## config.mk

```make
export PLATFORM = sky130hd
export DESIGN_NAME = mem_port_arbiter
export DESIGN_NICKNAME = d
export VERILOG_FILES = /design/src/rtl/riscv_mem_pkg.sv /design/src/rtl/arb_watchdog.sv /design/src/rtl/mem_port_arbiter.sv
export SDC_FILE = /design/constraint.sdc
export NUM_CORES = 1
export LEC_CHECK = 0
export ABC_CLOCK_PERIOD_IN_PS = 3100
export CORE_ASPECT_RATIO = 1.75
export CORE_MARGIN = 4
export CORE_UTILIZATION = 40
export CTS_BUF_LIST = sky130_fd_sc_hd__clkbuf_2
export CTS_CLUSTER_DIAMETER = 60
export CTS_CLUSTER_SIZE = 14
export DETAILED_ROUTE_END_ITERATION = 10
export DONT_BUFFER_PORTS = 1
export PLACE_DENSITY_LB_ADDON = 0.12
export SETUP_SLACK_MARGIN = 0.15
export SYNTH_ARGS = -nofsm -noshare
export SYNTH_HDL_FRONTEND = slang
export SYNTH_HIERARCHICAL = 1
export SYNTH_SLANG_ARGS = --single-unit
```

## constraint.sdc

```tcl
create_clock -name clk -period 3.1 [get_ports clk]
set_clock_uncertainty 0.15 [all_clocks]
set_input_delay 0.62 -clock clk [delete_from_list [all_inputs] [get_ports clk]]
set_output_delay 0.62 -clock clk [all_outputs]
set_load 0.05 [all_outputs]
```

## src/rtl/riscv_mem_pkg.sv

```systemverilog
// riscv_mem_pkg: shared memory-side types and default widths for the pipeline and its arbiter
package riscv_mem_pkg;

    localparam int DEF_ADDR_W = 32;
    localparam int DEF_DATA_W = 32;

    typedef enum logic [1:0] {
        IDLE,
        I_BUSY,
        D_BUSY
    } arb_state_t;

endpackage

```

## src/rtl/arb_watchdog.sv

```systemverilog
// arb_watchdog: counts busy cycles and flags the cycle an access has run out of time
module arb_watchdog #(
    parameter int TIMEOUT = 64
) (
    input  logic clk,
    input  logic rst_n,
    input  logic clr,
    input  logic en,
    output logic expire
);

    localparam int CW = $clog2(TIMEOUT);

    logic [CW-1:0] count;

    // busy-cycle counter, cleared at the edge an access finishes
    always_ff @(posedge clk or negedge rst_n) begin
        if (!rst_n)
            count <= '0;
        else if (clr)
            count <= '0;
        else if (en)
            count <= count + 1'b1;
    end

    assign expire = en && (count == CW'(TIMEOUT - 1));

endmodule

```

## src/rtl/mem_port_arbiter.sv

```systemverilog
// mem_port_arbiter: serialises fetch and load/store accesses onto one single-port memory
module mem_port_arbiter
    import riscv_mem_pkg::*;
#(
    parameter int ADDR_W       = DEF_ADDR_W,
    parameter int DATA_W       = DEF_DATA_W,
    parameter int MAX_D_STREAK = 4,
    parameter int TIMEOUT      = 64
) (
    input  logic              clk,
    input  logic              rst_n,
    input  logic              i_req,
    input  logic [ADDR_W-1:0] i_addr,
    output logic [DATA_W-1:0] i_rdata,
    output logic              i_stall,
    input  logic              d_req,
    input  logic              d_we,
    input  logic [ADDR_W-1:0] d_addr,
    input  logic [DATA_W-1:0] d_wdata,
    output logic [DATA_W-1:0] d_rdata,
    output logic              d_stall,
    output logic              mem_en,
    output logic              mem_we,
    output logic [ADDR_W-1:0] mem_addr,
    output logic [DATA_W-1:0] mem_wdata,
    input  logic [DATA_W-1:0] mem_rdata,
    input  logic              mem_ack,
    output logic              err
);

    localparam int SW = $clog2(MAX_D_STREAK + 1);

    arb_state_t    state, state_nx;
    logic [SW-1:0] streak;
    logic          streak_max;
    logic          busy;
    logic          expire;
    logic          done;
    logic          grant_d;
    logic          grant_i;

    arb_watchdog #(
        .TIMEOUT(TIMEOUT)
    ) u_watchdog (
        .clk   (clk),
        .rst_n (rst_n),
        .clr   (done),
        .en    (busy),
        .expire(expire)
    );

    assign streak_max = streak == SW'(MAX_D_STREAK);

    // grant decision and next state; data wins ties until the fetch streak limit is hit
    always_comb begin
        busy     = state != IDLE;
        done     = busy && (mem_ack || expire);
        grant_d  = (state == IDLE) && d_req && !(i_req && streak_max);
        grant_i  = (state == IDLE) && i_req && !grant_d;
        state_nx = state;
        if (state == IDLE)
            state_nx = grant_d ? D_BUSY : grant_i ? I_BUSY : IDLE;
        else if (done)
            state_nx = IDLE;
    end

    // state register
    always_ff @(posedge clk or negedge rst_n) begin
        if (!rst_n)
            state <= IDLE;
        else
            state <= state_nx;
    end

    // transaction registers: latched on grant, held through BUSY, enables cleared on completion
    always_ff @(posedge clk or negedge rst_n) begin
        if (!rst_n) begin
            mem_en    <= 1'b0;
            mem_we    <= 1'b0;
            mem_addr  <= '0;
            mem_wdata <= '0;
        end else if (grant_d) begin
            mem_en    <= 1'b1;
            mem_we    <= d_we;
            mem_addr  <= d_addr;
            mem_wdata <= d_wdata;
        end else if (grant_i) begin
            mem_en    <= 1'b1;
            mem_we    <= 1'b0;
            mem_addr  <= i_addr;
        end else if (done) begin
            mem_en    <= 1'b0;
            mem_we    <= 1'b0;
        end
    end

    // consecutive data grants made while a fetch was waiting
    always_ff @(posedge clk or negedge rst_n) begin
        if (!rst_n)
            streak <= '0;
        else if (grant_d)
            streak <= i_req ? (streak_max ? streak : streak + 1'b1) : '0;
        else if (grant_i)
            streak <= '0;
    end

    // sticky timeout flag, cleared only by reset
    always_ff @(posedge clk or negedge rst_n) begin
        if (!rst_n)
            err <= 1'b0;
        else if (expire && !mem_ack)
            err <= 1'b1;
    end

    assign i_stall = i_req && !((state == I_BUSY) && done);
    assign d_stall = d_req && !((state == D_BUSY) && done);
    assign i_rdata = ((state == I_BUSY) && mem_ack) ? mem_rdata : '0;
    assign d_rdata = ((state == D_BUSY) && mem_ack) ? mem_rdata : '0;

endmodule
```

==> results of run 1 <==
## flip-flops by register name, summed over array words and instances (netlist names)
register	count
u_watchdog/count	6
mem_wdata	32
state	2
mem_en	1
err	1
mem_we	1
streak	3
mem_addr	32
## layer usage
| metal | track usage (%) | vias to the layer above | share of wire [%] |
|---|---|---|---|
| met5 | 0 | - | 0.43 |
| met4 | 8.84 | 10 | 2.2 |
| met3 | 8.89 | 28 | 12 |
| met2 | 35.9 | 233 | 51 |
| met1 | 22.5 | 1613 | 34 |
| li1 | - | 1451 | - |
## what timing repair did
item                                    4_1_cts  5_1_grt
hold buffers                                 18       25
setup buffers                                 0        2
gates resized for setup                      23       38
hold endpoints to repair                     94       24
pin swaps                                     0        1
endpoints found under the setup margin       22       66
## logic make-up (layout without fill, tap and decap cells)
family                     after synthesis  after routing  synth area share, %
AOI/OAI and AO/OA                      110            110                 18.8
xor gates and xnor gates                 5              5                 1.05
adders and majority gates                3              3                0.902
buffers and inverters                   75            111                 8.23
DFF                                     78             78                 46.9
muxes                                   33             33                 11.3
other                                    0              1                    0
and+or+nand+nor                         90             90                 12.8
## final timing paths
kind	from	end	slack [ns]	depth (start not counted)
min	d_addr[24]	mem_addr[24]	0.07	2
max	u_watchdog/count[1]	i_stall	0.39	6
min reg2reg	streak[0]	streak[0]	0.38	1
min in group asynchronous	rst_n	mem_wdata[22]	0.49	2
max in group asynchronous	rst_n	state[1]	1.95	2
max reg2reg	state[1]	mem_addr[18]	0.47	6
## critical path, cell delays in order, from the launching register on
cell and delay [ns]:
dfrtp_1 0.44, ha_1 0.22, nand3_1 0.09, nor2_2 0.14, nor2_2 0.09, o31a_1 0.28
buf_12 0.16
## per-stage QoR
step                      worst slack [ns]  utilization [%]  hold WS, ns
after floorplan                      0.524                -        0.174
after global placement               0.575             41.8        0.176
after detailed placement             0.541             41.8        0.177
after CTS                            0.144             45.4      0.00193
after global routing                 0.187             48.5    0.0000377
final                                0.393             48.5       0.0682
## layout make-up
cell class | instances | area share (%)
clock inverters | 7 | 1.94
flip-flops and latches | 78 | 39.3
diodes | 1 | 0.0504
multi-input cells | 241 | 39.7
repair buffers | 55 | 11.8
inverters | 40 | 3.02
clock buffers | 9 | 0.907
well taps | 127 | 3.20
## report_power, final
group	internal [uW]	switching, uW	total, uW
Clock	269	371	640
Combinational	820	1210	2030
Sequential	1460	1920	3380
## synth_stat cells (4+ instances only)
master      n  area, um2
dfrtp_1    78       1950
nand2_1     4       15.0
mux2_2      5       56.3
and2_1     65        407
buf_2       8       40.0
mux2_4     27        405
o2111ai_1  32        280
o21ai_0    37        185
inv_1      40        150
xor2_1      4       35.0
nor2_1     10       37.5
o211ai_1   32        240
clkbuf_1   19       71.3
==> impl_metrics.json, run 1 <==
{
  "status": "finished, final reports clean",
  "avgSynthCellArea_um2": 10.6,
  "synth_edf_count": 0,
  "area_delta_synth_final_pct": 19.3,
  "synth_seq_cells": 78,
  "rsz0062_at_grt": "no",
  "cts_tree": "yes",
  "finalSetupViolCount": 0,
  "drc": 0,
  "vias": 3335,
  "wirelength_um": 13200,
  "vias_per_cell": 5.98,
  "clk_pin_slew_ns": 0.23,
  "post_drt_wl_per_cell_um": 23.7,
  "instances_no_fill": 558,
  "ant_nets": 0,
  "antenna_found_initial": 7,
  "clock.fmax_mhz": 369,
  "synth_top_flop_cell": "dfrtp_1",
  "grt-ovfl-total": 0,
  "power_density_nw_per_um2": 1220,
  "dpl_cell_area_um2": 4280,
  "fillers": 927,
  "min_path_type": "in2reg",
  "yosysSeqAreaShare_pct": 46.9,
  "root_buffer": "clkbuf_2",
  "cp.required_ns": 2.33,
  "fp-row-count": 49,
  "nets": 562,
  "cp.arrival_ns": 1.94,
  "cts_buffers": 9,
  "final_layout_size_suffix_gt1_share_pct": 29.3,
  "start_util_pct": 40.7,
  "synth.distinct_cells": 32,
  "cts_buffer_depth": 2,
  "layout_min_cycle_time_ns": 2.71,
  "final-hold-violation-count": 0,
  "synthCells": 394,
  "ir_drop_mv": 0.583,
  "layout_commonest_cell": "dfrtp_1",
  "maxCapViolations": 0,
  "p_leak_uw": 0.00217,
  "drv_slew": 0,
  "worst_pin_slew_ns": 1.06,
  "max-slew-margin-rel_pct": 29.5,
  "multi_input_area_um2": 1970,
  "insertion_delay_ns": 0.53,
  "first_global_vias": 3548,
  "drt-initial-drc-count": 138,
  "grt.total_usage_pct": 21.0,
  "dp.cells": 496,
  "mostFrequentLayoutCells": "76 x dfrtp_1, 52 x and2_2, 42 x dlygate4sd3_1",
  "p_total_uw": 6050,
  "cp_max_fo": 6,
  "syn_area_um2": 4160,
  "core_area_um2": 10200,
  "clock_sinks": 78,
  "grt_pass1_wl_um": 19500,
  "pin_count": 267,
  "h-tree-depth": 3,
  "gp_congestion": 0.771,
  "grt_max_degree": 79,
  "dieWidth_um": 85.1,
  "seq_area_um2": 1950,
  "tns_ns": 0,
  "syn_nets": 531,
  "die-area_um2": 12200,
  "period_share_pct": 87.3,
  "startpoint_type": "register",
  "endpoint_kind": "primary output",
  "die_h_um": 143,
  "hpwlAfterDp_um": 9250,
  "crit_type": "reg2out",
  "synthArstFlopShare_pct": 100,
  "ys_warn_count": 6,
  "fin_area_um2": 4970,
  "portBuffers": 0,
  "dr.pass1.iters": 4
}
Power figures use the tool's default switching activity.
==> run 2, diff against run 1 <==
- CTS_BUF_LIST: sky130_fd_sc_hd__clkbuf_2 -> not set
==> run 2 against run 1 <==
  * Final cell count decreased by 8.1%
  * Sequential power about the same
  * Register-to-register slack improved by 0.38 ns
  * Sequential share of layout area increased by 2.7 points
  * Fmax decreased by 1.6%
  * First-iteration DRC count increased by 0.72%
  * Critical path depth decreased by 2
  * Largest power group unchanged
==> impl_metrics.json, run 2 (synthesized netlist as in run 1, its figures left out) <==
{
  "status": "finished, final reports clean",
  "p_sw_uw": 3530,
  "ant_nets": 0,
  "dr.pass1.iters": 4,
  "cts_buffers": 9,
  "clk_pin_slew_ns": 0.06,
  "clock.fmax_mhz": 363,
  "grt_pass1_wl_um": 19200,
  "h-tree-depth": 3,
  "rsz0062_at_grt": "no",
  "min_path_type": "in2async",
  "antenna_found_initial": 6,
  "multi_input_area_um2": 1900,
  "swShare_pct": 54.6,
  "hpwlAfterDp_um": 9250,
  "pin_count": 267,
  "layout_min_cycle_time_ns": 2.75,
  "gp_congestion": 0.771,
  "tns_ns": 0,
  "drt-initial-drc-count": 139,
  "grt_max_degree": 79,
  "pre_cts_slack_ns": 0.541,
  "finalWorstSetupSlack_ns": 0.349,
  "maxCapViolations": 0,
  "seq_power_share_pct": 52.2,
  "seq_area_um2": 1950,
  "start_util_pct": 40.7,
  "p_leak_uw": 0.00203,
  "fillers": 923,
  "cts_buffer_depth": 2,
  "layout_commonest_cell": "dfrtp_1",
  "cp_max_fo": 22,
  "p_total_uw": 6470,
  "ir_drop_mv": 0.665,
  "mostFrequentLayoutCells": "78 x dfrtp_1, 62 x and2_1, 40 x inv_1",
  "wirelength_um": 12800,
  "grt-ovfl-total": 0,
  "p_int_uw": 2940,
  "die_h_um": 143,
  "insertion_delay_ns": 0.33,
  "r2r_start": "state[1]",
  "drc": 0,
  "worst_pin_slew_ns": 1.07,
  "power_density_nw_per_um2": 1390,
  "p_comb_share_pct": 29.8,
  "area_delta_synth_final_pct": 11.6,
  "dieWidth_um": 85.1,
  "crit_start": "state[0]",
  "drv_slew": 0,
  "vias": 3165,
  "startpoint_type": "register",
  "cts_tree": "yes",
  "core_area_um2": 10200,
  "clock_sinks": 78,
  "endpoint_kind": "primary output",
  "cp.arrival_ns": 1.98,
  "root_buffer": "clkbuf_16",
  "final-hold-violation-count": 0,
  "clockPowerShare_pct": 17.9,
  "final_layout_size_suffix_gt1_share_pct": 18.1,
  "crit_type": "reg2out",
  "fp-row-count": 49,
  "portBuffers": 0,
  "finalSetupViolCount": 0,
  "post_drt_wl_per_cell_um": 24.9,
  "period_share_pct": 88.8,
  "grt.total_usage_pct": 20.6,
  "max-slew-margin-rel_pct": 28.4,
  "cp.required_ns": 2.33,
  "top_regs": "mem_addr x32, mem_wdata x32, u_watchdog/count x6",
  "first_global_vias": 3454,
  "nets": 518,
  "antennaDiodeCount": 0,
  "die-area_um2": 12200,
  "vias_per_cell": 6.17
}
-- run 2: layout make-up --
cell class / count / area share, %
inverter: 40 / 3.23
tap: 127 / 3.42
multi-input combinational: 241 / 40.9
sequential: 78 / 42.0
clock inverter: 6 / 1.99
timing repair buffer: 11 / 3.29
clock buffer: 10 / 5.14
-- run 2: timing repair --
item,in CTS,in global routing
hold endpoints to repair,78,0
setup buffers,0,0
hold buffers,1,0
gates resized for setup,0,4
endpoints found under the setup margin,0,22
-- run 2: path summary, 6_finish.rpt --
kind / depth (start not counted) / slack (ns) / endpoint
worst max-delay path: 4 / 0.35 / i_rdata[28]
worst min-delay path: 1 / 0.01 / mem_wdata[19]
worst max register to register: 5 / 0.85 / mem_wdata[18]
worst min register to register: 1 / 0.36 / streak[0]
max in group asynchronous: 1 / 2.44 / mem_wdata[5]
min in group clk: 1 / 0.26 / mem_we
-- run 2: through the flow --
step	utilization, %	std cells	hold slack, ns	cell area [um2]
2_1_floorplan	-	394	0.174	4160
3_5_place_dp	41.8	496	0.177	4280
6_report	45.4	513	0.0103	4650
5_1_grt	45.4	513	0.0254	4650
4_1_cts	45.3	513	0.0407	4640
3_3_place_gp	41.8	496	0.176	4280
-- run 2: power groups by stage --
stage	Sequential, uW	Combinational (uW)	Clock (uW)
2_1_floorplan	3260	1680	0
3_3_place_gp	3410	1880	0
3_5_place_dp	3420	1910	0
4_1_cts	3400	1950	1180
5_1_grt	3440	2100	1230
6_report	3380	1930	1160
-- run 2: routing by layer --
layer | part of all wire (%) | vias up | track usage (%)
li1 | - | 1360 | -
met1 | 35 | 1545 | 22.1
met2 | 50 | 217 | 35.1
met3 | 12 | 31 | 9.12
met4 | 2.4 | 12 | 8.59
met5 | 0.43 | - | 0
-- run 2: worst max-delay path: stages (launching register included) --
cell and delay, ns:
dfrtp_1 0.46, inv_1 0.12, nor3_4 0.31, buf_4 0.27, and2_1 0.47
==> run 3, diff against run 2 <==
- CELL_PAD_IN_SITES_DETAIL_PLACEMENT: not set -> 0
- CELL_PAD_IN_SITES_GLOBAL_PLACEMENT: not set -> 1
==> run 3 against run 2 <==
  * Clock power hardly changed
  * Final cell count grew 0.39%
  * Clock-buffer cell count down 1
  * Non-clock buffer count is 1 higher
  * Global-route usage fell by 0.70 points
  * Sequential power about the same
  * Routed wire length shrank 1.6%
  * Via count decreased by 0.98%
  * Largest cell class unchanged
  * Register-to-register slack barely moved
  * Cell area fell by 0.32%
  * Die area is the same
==> impl_metrics.json, run 3 (synthesized netlist as in run 1, its figures left out) <==
{
  "portBuffers": 0,
  "hpwlAfterDp_um": 9030,
  "cp_max_fo": 32,
  "antenna_found_initial": 2,
  "first_global_vias": 3341,
  "drt-initial-drc-count": 178,
  "layout_min_cycle_time_ns": 2.65,
  "clk_pin_slew_ns": 0.06,
  "final_layout_size_suffix_gt1_share_pct": 17.6,
  "rsz0062_at_grt": "no",
  "vias": 3134,
  "pin_count": 267,
  "grt-ovfl-total": 0,
  "cts_buffers": 9,
  "power_density_nw_per_um2": 1390,
  "startpoint_type": "register",
  "final-hold-violation-count": 0,
  "dieWidth_um": 85.1,
  "cts_buffer_depth": 2,
  "layout_commonest_cell": "dfrtp_1",
  "top_regs": "mem_addr x32, mem_wdata x32, u_watchdog/count x6",
  "insertion_delay_ns": 0.33,
  "pre_cts_slack_ns": 0.801,
  "min_path_type": "in2async",
  "cts_setup_buffers": 0,
  "p_leak_uw": 0.00203,
  "cts_tree": "yes",
  "die-area_um2": 12200,
  "finalWorstSetupSlack_ns": 0.450,
  "worst_pin_slew_ns": 0.539,
  "grt.total_usage_pct": 19.9,
  "r2r.worst_path.cells": 5,
  "post_drt_wl_per_cell_um": 24.4,
  "drc": 0,
  "core_area_um2": 10200,
  "cp.arrival_ns": 1.88,
  "rrSetupSlack_ns": 0.86,
  "gp_congestion": 0.743,
  "dpl_cell_area_um2": 4270,
  "vias_per_cell": 6.09,
  "ant_nets": 0,
  "clock_sinks": 78,
  "cp.required_ns": 2.33,
  "crit_type": "reg2out",
  "mostFrequentLayoutCells": "78 x dfrtp_1, 65 x and2_1, 40 x inv_1",
  "wirelength_um": 12600,
  "nets": 519,
  "start_util_pct": 40.7,
  "hold-worst-slack_ns": 0.0433,
  "grt_max_degree": 79,
  "grt_pass1_wl_um": 18800,
  "tns_ns": 0,
  "ir_drop_mv": 0.689,
  "r2r_start": "state[1]",
  "area_delta_synth_final_pct": 11.2,
  "h-tree-depth": 3,
  "root_buffer": "clkbuf_16",
  "endpoint_kind": "primary output",
  "status": "finished, final reports clean",
  "fin_area_um2": 4630,
  "drv_slew": 0,
  "max-slew-margin-rel_pct": 64.1,
  "maxCapViolations": 0,
  "fp-row-count": 49,
  "cts_resized": 0,
  "p_total_uw": 6450,
  "r2r_end": "mem_addr[2]",
  "finalSetupViolCount": 0,
  "period_share_pct": 85.5,
  "dr.pass1.iters": 5,
  "die_h_um": 143,
  "clock.fmax_mhz": 377
}
## run 3: cell types whose count changed in the layout (fill, tap and decap cells not counted), sizes merged
cell | before | now
inv | 42 | 43
buf | 11 | 12
clkinvlp | 2 | 0
diode | 0 | 1
clkinv | 0 | 2
clkbuf | 10 | 9
## run 3: through the flow
stage / util (%) / instances
after CTS: 45.2 / 514
after detailed placement: 41.7 / 497
after floorplan: - / 394
after global placement: 41.7 / 497
final: 45.2 / 515
after global routing: 45.2 / 514
## run 3: repair_timing
item                                    CTS  global route
hold endpoints to repair                 78             0
hold buffers                              1             0
endpoints found under the setup margin    0             0
## run 3: metal layers
metal | share of wire, % | wire length, um | GRT usage (%) | up-vias
li1 | - | - | - | 1367
met1 | 36 | 4550 | 23.0 | 1531
met2 | 51 | 6390 | 34.5 | 212
met3 | 10 | 1310 | 6.18 | 20
met4 | 2.2 | 282 | 7.34 | 4
met5 | 0.22 | 27 | 0 | -
## run 3: where the power goes
part           internal (uW)  switching, uW  leakage, uW  total [uW]
combinational            737           1180     0.000915        1920
sequential              1470           1910     0.000953        3380
clock                    716            433     0.000161        1150
total                   2920           3530      0.00203        6450
## run 3: worst max path at each step
stage	cells past startpoint	endpoint	slack, ns	from
after floorplan	8	d_stall	0.52	state[1]
after global placement	4	i_rdata[9]	0.81	mem_ack
after detailed placement	4	d_rdata[3]	0.80	mem_ack
after CTS	4	d_rdata[3]	0.43	state[1]
after global routing	4	d_rdata[25]	0.30	state[1]
final	4	d_rdata[3]	0.45	state[1]
## run 3: area by class of cell
class,instances,area [um2]
Timing Repair Buffer,12,148
Clock inverter,7,104
Tap cell,127,159
Antenna cell,1,2.50
Clock buffer,9,225
Multi-Input combinational cell,241,1890
Inverter,40,150
Fill cell,941,5610
Sequential cell,78,1950
## run 3: critical path, cell delays in order, from the launching register on
cell and delay [ns]:
dfrtp_1 0.49, inv_1 0.12, nor3_2 0.18, buf_4 0.27, and2_1 0.49
